`config.mk`:
```
export PLATFORM = sky130hd
export DESIGN_NAME = fetch_decode_queue_flat
export DESIGN_NICKNAME = d
export VERILOG_FILES = /design/src/rtl/core_pkg.sv /design/src/rtl/fetch_decode_queue_if.sv /design/src/rtl/instr_ring_ram.sv /design/src/rtl/fetch_decode_queue.sv /design/src/flat_wrapper.sv
export SDC_FILE = /design/constraint.sdc
export NUM_CORES = 1
export LEC_CHECK = 0
export CORE_MARGIN = 4
export CORE_UTILIZATION = 25
export DETAILED_ROUTE_END_ITERATION = 6
export GPL_TIMING_DRIVEN = 0
export PLACE_DENSITY = 0.49
export SETUP_SLACK_MARGIN = 0.15
export SKIP_CTS_REPAIR_TIMING = 1
export SLEW_MARGIN = 5
export SYNTH_ARGS = -nofsm -noshare
export SYNTH_HDL_FRONTEND = slang
export SYNTH_HIERARCHICAL = 1
export SYNTH_SLANG_ARGS = --single-unit
export TNS_END_PERCENT = 50
```
`constraint.sdc`:
```
create_clock -name clk -period 5.4 [get_ports clk]
set_input_delay 1.08 -clock clk [delete_from_list [all_inputs] [get_ports clk]]
set_output_delay 1.08 -clock clk [all_outputs]
set_load 0.02 [all_outputs]
```
`src/rtl/core_pkg.sv`:
```
// core_pkg: shared widths and fetch/queue record types for the front end
package core_pkg;
    localparam int INSTR_W = 16;
    localparam int PC_W    = 16;

    typedef struct packed {
        logic [INSTR_W-1:0] instr1;
        logic [INSTR_W-1:0] instr2;
        logic [PC_W-1:0]    pc;
    } fetch_pair_t;

    typedef struct packed {
        logic [INSTR_W-1:0] instr;
        logic [PC_W-1:0]    pc;
    } entry_t;
endpackage

```
`src/rtl/fetch_decode_queue_if.sv`:
```
// fetch_decode_queue_if: fetch-side pair input, flush, decode-side pop and queue outputs
interface fetch_decode_queue_if
    import core_pkg::*;
#(
    parameter int DEPTH = 8
);
    logic                       in_valid;
    logic [INSTR_W-1:0]         instr1;
    logic [INSTR_W-1:0]         instr2;
    logic [PC_W-1:0]            pc_in;
    logic                       is_branch_taken;
    logic [1:0]                 pop;
    logic                       stall;
    logic                       out_valid1;
    logic                       out_valid2;
    logic [INSTR_W-1:0]         out_instr1;
    logic [INSTR_W-1:0]         out_instr2;
    logic [PC_W-1:0]            out_pc1;
    logic [PC_W-1:0]            out_pc2;
    logic [$clog2(DEPTH):0]     count;
    logic                       overflow;

    modport master (
        output in_valid, instr1, instr2, pc_in, is_branch_taken, pop,
        input  stall, out_valid1, out_valid2, out_instr1, out_instr2, out_pc1, out_pc2, count, overflow
    );

    modport slave (
        input  in_valid, instr1, instr2, pc_in, is_branch_taken, pop,
        output stall, out_valid1, out_valid2, out_instr1, out_instr2, out_pc1, out_pc2, count, overflow
    );
endinterface

```
`src/rtl/instr_ring_ram.sv`:
```
// instr_ring_ram: ring storage writing and reading two consecutive entries per cycle
module instr_ring_ram
    import core_pkg::*;
#(
    parameter int DEPTH = 8,
    parameter int AW    = $clog2(DEPTH)
) (
    input  logic          clk,
    input  logic          we,
    input  logic [AW-1:0] wa,
    input  entry_t        wd0,
    input  entry_t        wd1,
    input  logic [AW-1:0] ra,
    output entry_t        rd0,
    output entry_t        rd1
);
    entry_t mem [DEPTH];

    // pair write: older entry at wa, younger at the next slot (wraps with the pointer width)
    always_ff @(posedge clk) begin
        if (we) begin
            mem[wa]        <= wd0;
            mem[wa + 1'b1] <= wd1;
        end
    end

    assign rd0 = mem[ra];
    assign rd1 = mem[ra + 1'b1];
endmodule

```
`src/rtl/fetch_decode_queue.sv`:
```
// fetch_decode_queue: dual-wide FWFT instruction queue between fetch and decode
module fetch_decode_queue
    import core_pkg::*;
#(
    parameter int DEPTH = 8
) (
    input logic                 clk,
    input logic                 reset,
    fetch_decode_queue_if.slave bus
);
    localparam int AW = $clog2(DEPTH);
    localparam int CW = AW + 1;

    logic [AW-1:0] wr_ptr, rd_ptr;
    logic [CW-1:0] count, free;
    logic          overflow, push, drop, flush, v1, v2;
    logic [1:0]    pop_eff, n;
    fetch_pair_t   pair;
    entry_t        wd0, wd1, rd0, rd1;

    assign flush   = bus.is_branch_taken;
    assign free    = CW'(DEPTH) - count;
    assign push    = bus.in_valid && free >= CW'(2);
    assign drop    = bus.in_valid && free < CW'(2);
    assign pop_eff = (bus.pop == 2'd3) ? 2'd2 : bus.pop;
    assign n       = (count < CW'(pop_eff)) ? count[1:0] : pop_eff;
    assign pair    = '{instr1: bus.instr1, instr2: bus.instr2, pc: bus.pc_in};
    assign wd0     = '{instr: pair.instr1, pc: pair.pc};
    assign wd1     = '{instr: pair.instr2, pc: pair.pc + 1'b1};

    instr_ring_ram #(.DEPTH(DEPTH)) u_ram (
        .clk (clk),
        .we  (push && !flush),
        .wa  (wr_ptr),
        .wd0 (wd0),
        .wd1 (wd1),
        .ra  (rd_ptr),
        .rd0 (rd0),
        .rd1 (rd1)
    );

    // pointers and occupancy; a taken branch empties the queue but leaves the sticky overflow alone
    always_ff @(posedge clk or posedge reset) begin
        if (reset) begin
            wr_ptr   <= '0;
            rd_ptr   <= '0;
            count    <= '0;
            overflow <= 1'b0;
        end else if (flush) begin
            wr_ptr <= '0;
            rd_ptr <= '0;
            count  <= '0;
        end else begin
            wr_ptr   <= wr_ptr + AW'({push, 1'b0});
            rd_ptr   <= rd_ptr + AW'(n);
            count    <= count + CW'({push, 1'b0}) - CW'(n);
            overflow <= overflow | drop;
        end
    end

    assign v1             = count >= CW'(1);
    assign v2             = count >= CW'(2);
    assign bus.stall      = free < CW'(4);
    assign bus.out_valid1 = v1;
    assign bus.out_valid2 = v2;
    assign bus.out_instr1 = v1 ? rd0.instr : '0;
    assign bus.out_pc1    = v1 ? rd0.pc : '0;
    assign bus.out_instr2 = v2 ? rd1.instr : '0;
    assign bus.out_pc2    = v2 ? rd1.pc : '0;
    assign bus.count      = count;
    assign bus.overflow   = overflow;
endmodule

```
`src/flat_wrapper.sv`:
```
// flat-port wrapper written by rule: the top's interface ports become plain ports
module fetch_decode_queue_flat import core_pkg::*;
#(
    parameter int DEPTH = 8
)
  (clk, reset, bus_in_valid, bus_instr1, bus_instr2, bus_pc_in, bus_is_branch_taken, bus_pop, bus_stall, bus_out_valid1, bus_out_valid2, bus_out_instr1, bus_out_instr2, bus_out_pc1, bus_out_pc2, bus_count, bus_overflow);
  fetch_decode_queue_if #(.DEPTH(DEPTH)) bus_i ();
  input logic clk;
  input logic reset;
  input wire logic [$bits(bus_i.in_valid)-1:0] bus_in_valid;
  input wire logic [$bits(bus_i.instr1)-1:0] bus_instr1;
  input wire logic [$bits(bus_i.instr2)-1:0] bus_instr2;
  input wire logic [$bits(bus_i.pc_in)-1:0] bus_pc_in;
  input wire logic [$bits(bus_i.is_branch_taken)-1:0] bus_is_branch_taken;
  input wire logic [$bits(bus_i.pop)-1:0] bus_pop;
  output wire logic [$bits(bus_i.stall)-1:0] bus_stall;
  output wire logic [$bits(bus_i.out_valid1)-1:0] bus_out_valid1;
  output wire logic [$bits(bus_i.out_valid2)-1:0] bus_out_valid2;
  output wire logic [$bits(bus_i.out_instr1)-1:0] bus_out_instr1;
  output wire logic [$bits(bus_i.out_instr2)-1:0] bus_out_instr2;
  output wire logic [$bits(bus_i.out_pc1)-1:0] bus_out_pc1;
  output wire logic [$bits(bus_i.out_pc2)-1:0] bus_out_pc2;
  output wire logic [$bits(bus_i.count)-1:0] bus_count;
  output wire logic [$bits(bus_i.overflow)-1:0] bus_overflow;
  assign bus_i.in_valid = bus_in_valid;
  assign bus_i.instr1 = bus_instr1;
  assign bus_i.instr2 = bus_instr2;
  assign bus_i.pc_in = bus_pc_in;
  assign bus_i.is_branch_taken = bus_is_branch_taken;
  assign bus_i.pop = bus_pop;
  assign bus_stall = bus_i.stall;
  assign bus_out_valid1 = bus_i.out_valid1;
  assign bus_out_valid2 = bus_i.out_valid2;
  assign bus_out_instr1 = bus_i.out_instr1;
  assign bus_out_instr2 = bus_i.out_instr2;
  assign bus_out_pc1 = bus_i.out_pc1;
  assign bus_out_pc2 = bus_i.out_pc2;
  assign bus_count = bus_i.count;
  assign bus_overflow = bus_i.overflow;
  fetch_decode_queue #(.DEPTH(DEPTH)) u_core (.clk(clk), .reset(reset), .bus(bus_i));
endmodule
```
==> Word-level counts from Yosys, hierarchy flattened <==
Memories as Yosys holds them, arrays and structs flattened.
Index checks and enable logic that the tools add are counted.
Widths: inputs -> output; s select.
{ "classes": {"add_sub_neg": 8, "n_lt_le_gt_ge": 6, "eq_ne": 1, "mux": 11, "bitwise": 1, "reduce_logical": 4} }
{ "ops": {"columns": ["cell", "count"], "rows": [
  ["$mux 16", 4],
  ["$add 16x1->16 const B", 1],
  ["$ge 4x2->1 const B", 2],
  ["$add 3x1->3 const B", 2],
  ["$add 3x2->3", 2],
  ["$mux 3", 2],
  ["$add 4x2->4", 1],
  ["$ge 4x1->1 const B", 1],
  ["$lt 4x2->1", 1],
  ["$lt 4x2->1 const B", 1],
  ["$lt 4x3->1 const B", 1],
  ["$mux 2", 2],
  ["$mux 4", 1],
  ["$sub 4x2->4", 1],
  ["$sub 4x4->4 const A", 1],
  ["$logic_and 1x1->1", 3],
  ["$eq 2x2->1 const B", 1],
  ["$mux 1", 2],
  ["$logic_not 1->1", 1],
  ["$or 1x1->1", 1]
]} }
{ "word_totals": {"register_bits": 11, "ramBits": 256, "memories": 1} }
{ "memory_table": {"columns": ["name", "words", "width", "rd", "rd_ports_with_merged_regs", "write_ports", "line", "source"], "rows": [
  ["u_core.u_ram.mem", 8, 32, 2, 0, 2, "instr_ring_ram.sv:17", "entry_t mem [DEPTH];"]
]} }

==> Logic depth before layout (Yosys ltp) <==
{ "logic_depth": {"word_depth": 6, "ltp_mapped": 12, "mapped_depth_nobuf": 12} }

==> Cells and area by module <==
The synthesis kept the hierarchy.
{ "modules_own_cells": {"columns": ["mod", "n_inst", "cells_per_inst", "area_each_um2", "seq_area_each_um2"], "rows": [
  ["instr_ring_ram", 1, 1017, 15185.8, 7687.4],
  ["fetch_decode_queue", 1, 177, 1395.1, 250.2]
]} }

==> Least setup slack after synthesis <==
Ideal clock, no wire load.
{ "synth_path": {"kind": "input to register", "startpoint": "in bus_is_branch_taken", "endpoint": "mem u_core/u_ram/mem[2][0] in the netlist's numbering (enable)", "setup_ns": 0.472, "arrival_time_ns": 4.358, "t_required_ns": 4.928, "slack_ns": 0.570, "stages": 5, "path_buffers": 1, "path_cell_list": "clkbuf_1 nand2b_1 a21oi_1 nand2_1 o32ai_1"} }
{ "synth_lines": {"columns": ["element", "line", "source"], "rows": [
  ["start: declaration", "flat_wrapper.sv:14", "input wire logic [$bits(bus_i.is_branch_taken)-1:0] bus_is_branch_taken;"],
  ["end: declaration", "instr_ring_ram.sv:17", null]
]} }

==> impl_metrics.tcl <==
set metrics [dict create \
    setup_viol 0 \
    first_global_vias 12200 \
    nFillCells 6489 \
    final_max_slew_viol_count 0 \
    clk_latency_ps 520 \
    status "complete, no violations" \
    synth.avg_cell_area_um2 13.9 \
    drive_gt1_frac 0.331 \
    rsz0062_at_grt "yes" \
    power.total_mw 11.6 \
    switching_share 0.431 \
    yosysWarnings 6 \
    ios 126 \
    drt-total-wl_mm 60.6 \
    drc 0 \
    r2r_cells 10 \
    comb_power_share 0.585 \
    crit_chain "ha_1, buf_2, clkbuf_1, a2111oi_0, nor4_1, nor2b_1, clkdlybuf4s50_1" \
    synth_cell_types 45 \
    gp_congestion 0.789 \
    crit_required_ps 4320 \
    yosys.area_share.simple 0.105 \
    cp_max_fo 10 \
    grt_pass1_wl_mm 86.4 \
    startpoint "u_core/rd_ptr[0]" \
    viasPerCell 5.13 \
    area_growth_pct 22.9 \
    cp-endpoint "bus_out_pc2[1]" \
    die_y_um 266 \
    slew_headroom 0.194 \
    fmax_ghz 0.192 \
    switching_power_mw 4.99 \
    fin_nets 1438 \
    initialDrtViolationCount 956 \
    dp_hpwl_mm 41.4 \
    grt_max_degree 21 \
    regToRegStartpoint "u_core/bus.count[1]" \
    critPathKind "reg2out" \
    hold_class "reg2reg" \
    cp.arrival_ps 4120 \
    final-hold-violation-count 0 \
    cts_buffer_depth 3 \
    cts_buffers 34 \
    core-area_um2 65700 \
    muxShareOfSynthArea 0.321 \
    synth_adder_area_share 0.0134 \
    ys_ff_latch 266 \
    vias 11600 \
    clkPwrFrac 0.184 \
    synthArstFlopShare 0.0376 \
    cp_slowest_cell "nor4_1" \
    cts_tree "done" \
    ant_nets 0 \
    dieArea_um2 70500 \
    start_util 0.252 \
    power.density_nw_per_um2 568 \
    pwr-share-seq 0.231 \
    cp-start-kind "register" \
    leakagePower_nw 6.73 \
    htreeDepth 2 \
    r2r_end "u_core/u_ram/mem[7][4]" \
    utilization 0.310 \
    synth_top_family_by_area "multiplexers" \
    row_count 94 \
    fin_ws_ps 200 \
    numPortBuffers 124 \
    worstMarginPinSlew_ps 1200 \
    synth_cells 1194 \
    synth_edf_count 256 \
    yosysSeqAreaShare 0.479 \
    holdWs_ps 492 \
    antenna_found_initial 4 \
    ir_drop_mv 0.217 \
    min_period_over_period 0.963 \
    slowest_delay_ps 660 \
    place_ws_ps 250 \
    skew_ps 11.6 \
    synth_ff_type "edfxtp_1" \
    overflow 0 \
    ff2ff_setup_slack_ps 1690 \
    synth_xor_area_frac 0.0120 \
    cell_internal_pwr_mw 6.59 \
    cp-end-kind "primary output" \
    maxCapViolCount 0 \
    cts_root_buf "clkbuf_16" \
    period_needed_ps 5200 \
    synth_compound_area_frac 0.0416 \
    mappedNetlistArea_um2 16600 \
    clkTransAtPathRegs_ps 60 \
    dr.pass1.iters 5 \
    grt_use_total 0.167 \
    cts_sinks 266 \
    wl_per_cell_um 26.9 \
    die_w_um 266 \
]
## worst max-delay path, delay by kind of cell, from the launching register on
| family | cells | cell delay (ps) |
|---|---|---|
| AOI/OAI and AO/OA | 1 | 260 |
| adders and majority gates | 1 | 420 |
| buffers and inverters | 3 | 1510 |
| DFF | 1 | 550 |
| and+or+nand+nor | 2 | 870 |
## power groups by stage
stage,combinational (mW),clock (mW),sequential (mW)
2_1_floorplan,3.72,0,2.70
3_3_place_gp,6.65,0,2.75
3_5_place_dp,6.76,0,2.71
4_1_cts,6.78,2.19,2.67
5_1_grt,7.17,2.27,2.70
6_report,6.77,2.13,2.67
## through the flow
stage          area, µm²  TNS (ps)  instances
2_1_floorplan      16600         0       1195
3_3_place_gp       18900   -321010       2183
3_5_place_dp       19300         0       2196
4_1_cts            20300     -1910       2254
5_1_grt            20400         0       2254
6_report           20400         0       2255
## metal layers
metal / GRT usage / share of wire / wire length, µm
met5: 0 / 0.00013 / 8
met4: 0.0461 / 0.028 / 1700
met3: 0.0276 / 0.056 / 3380
met2: 0.284 / 0.48 / 29400
met1: 0.220 / 0.43 / 26200
## cells in the mapped netlist (10+ instances only)
cell       count  share of area
clkbuf_1      46          0.010
mux2i_1       64          0.039
nor2_1        13         0.0029
dfrtp_1       10          0.015
xnor2_1       16         0.0085
buf_2         42          0.013
and3_1        67          0.025
nor4_1        32          0.012
ha_1          13         0.0098
inv_1         11         0.0025
a2111oi_0     64          0.034
and2_1        33          0.012
mux2_1        11         0.0075
mux2_2       277           0.19
mux4_2        64          0.087
edfxtp_1     256           0.46
nor2b_1      100          0.038
buf_1         12         0.0027
## layout by cell type, fill, tap and decap left out, types with 7 or more instances in the layout
master           count
nor2_1              13
buf_1               12
and3_1              67
xnor2_1             15
clkbuf_16           35
mux4_2              64
a2111oi_0           63
nand4_1              7
nand2_1              7
ha_1                13
nor4_1              30
clkinv_1            11
mux2_1              11
buf_2               42
dfrtp_1             10
nor2b_1            100
mux2i_1             64
clkdlybuf4s50_1    124
and2_1              33
inv_1               11
clkbuf_1            46
mux2_2             277
edfxtp_1           256
## sequential cells by signal, indices dropped and copies added (netlist names)
name and count:
u_core/wr_ptr 2, u_core/bus.count 4, u_core/u_ram/mem 256, u_core/rd_ptr 3, u_core/bus.overflow 1
## area by class of cell
| type | count | area [µm²] | area share |
|---|---|---|---|
| multi-input combinational | 818 | 8330 | 0.409 |
| sequential | 266 | 7940 | 0.390 |
| timing repair buffer | 137 | 1530 | 0.0749 |
| tap | 864 | 1080 | 0.0531 |
| clock buffer | 41 | 898 | 0.0441 |
| buffer | 100 | 435 | 0.0214 |
| clock inverter | 17 | 125 | 0.00614 |
| inverter | 11 | 41.3 | 0.00203 |
| antenna | 1 | 2.50 | 0.000123 |
## worst min-delay path by stage
stage | startpoint | end | slack, ps | cells past startpoint
2_1_floorplan | u_core/wr_ptr[2] | u_core/wr_ptr[2] | 500 | 2
3_3_place_gp | u_core/bus.overflow | u_core/bus.overflow | 490 | 1
3_5_place_dp | u_core/bus.overflow | u_core/bus.overflow | 480 | 1
4_1_cts | u_core/bus.overflow | u_core/bus.overflow | 490 | 1
5_1_grt | u_core/bus.overflow | u_core/bus.overflow | 510 | 1
6_report | u_core/bus.overflow | u_core/bus.overflow | 490 | 1
## cells by family (layout without fill, tap and decap cells)
logic type,Yosys count,after routing
flip-flops,266,266
multiplexers,416,416
AND/OR/NAND/NOR,281,281
buffers and inverters,111,306
AO/OA/AOI/OAI,82,82
XOR/XNOR,21,21
other,1,3
adder cells (fa/ha/maj),16,16
(Power assumes the default switching activity.)
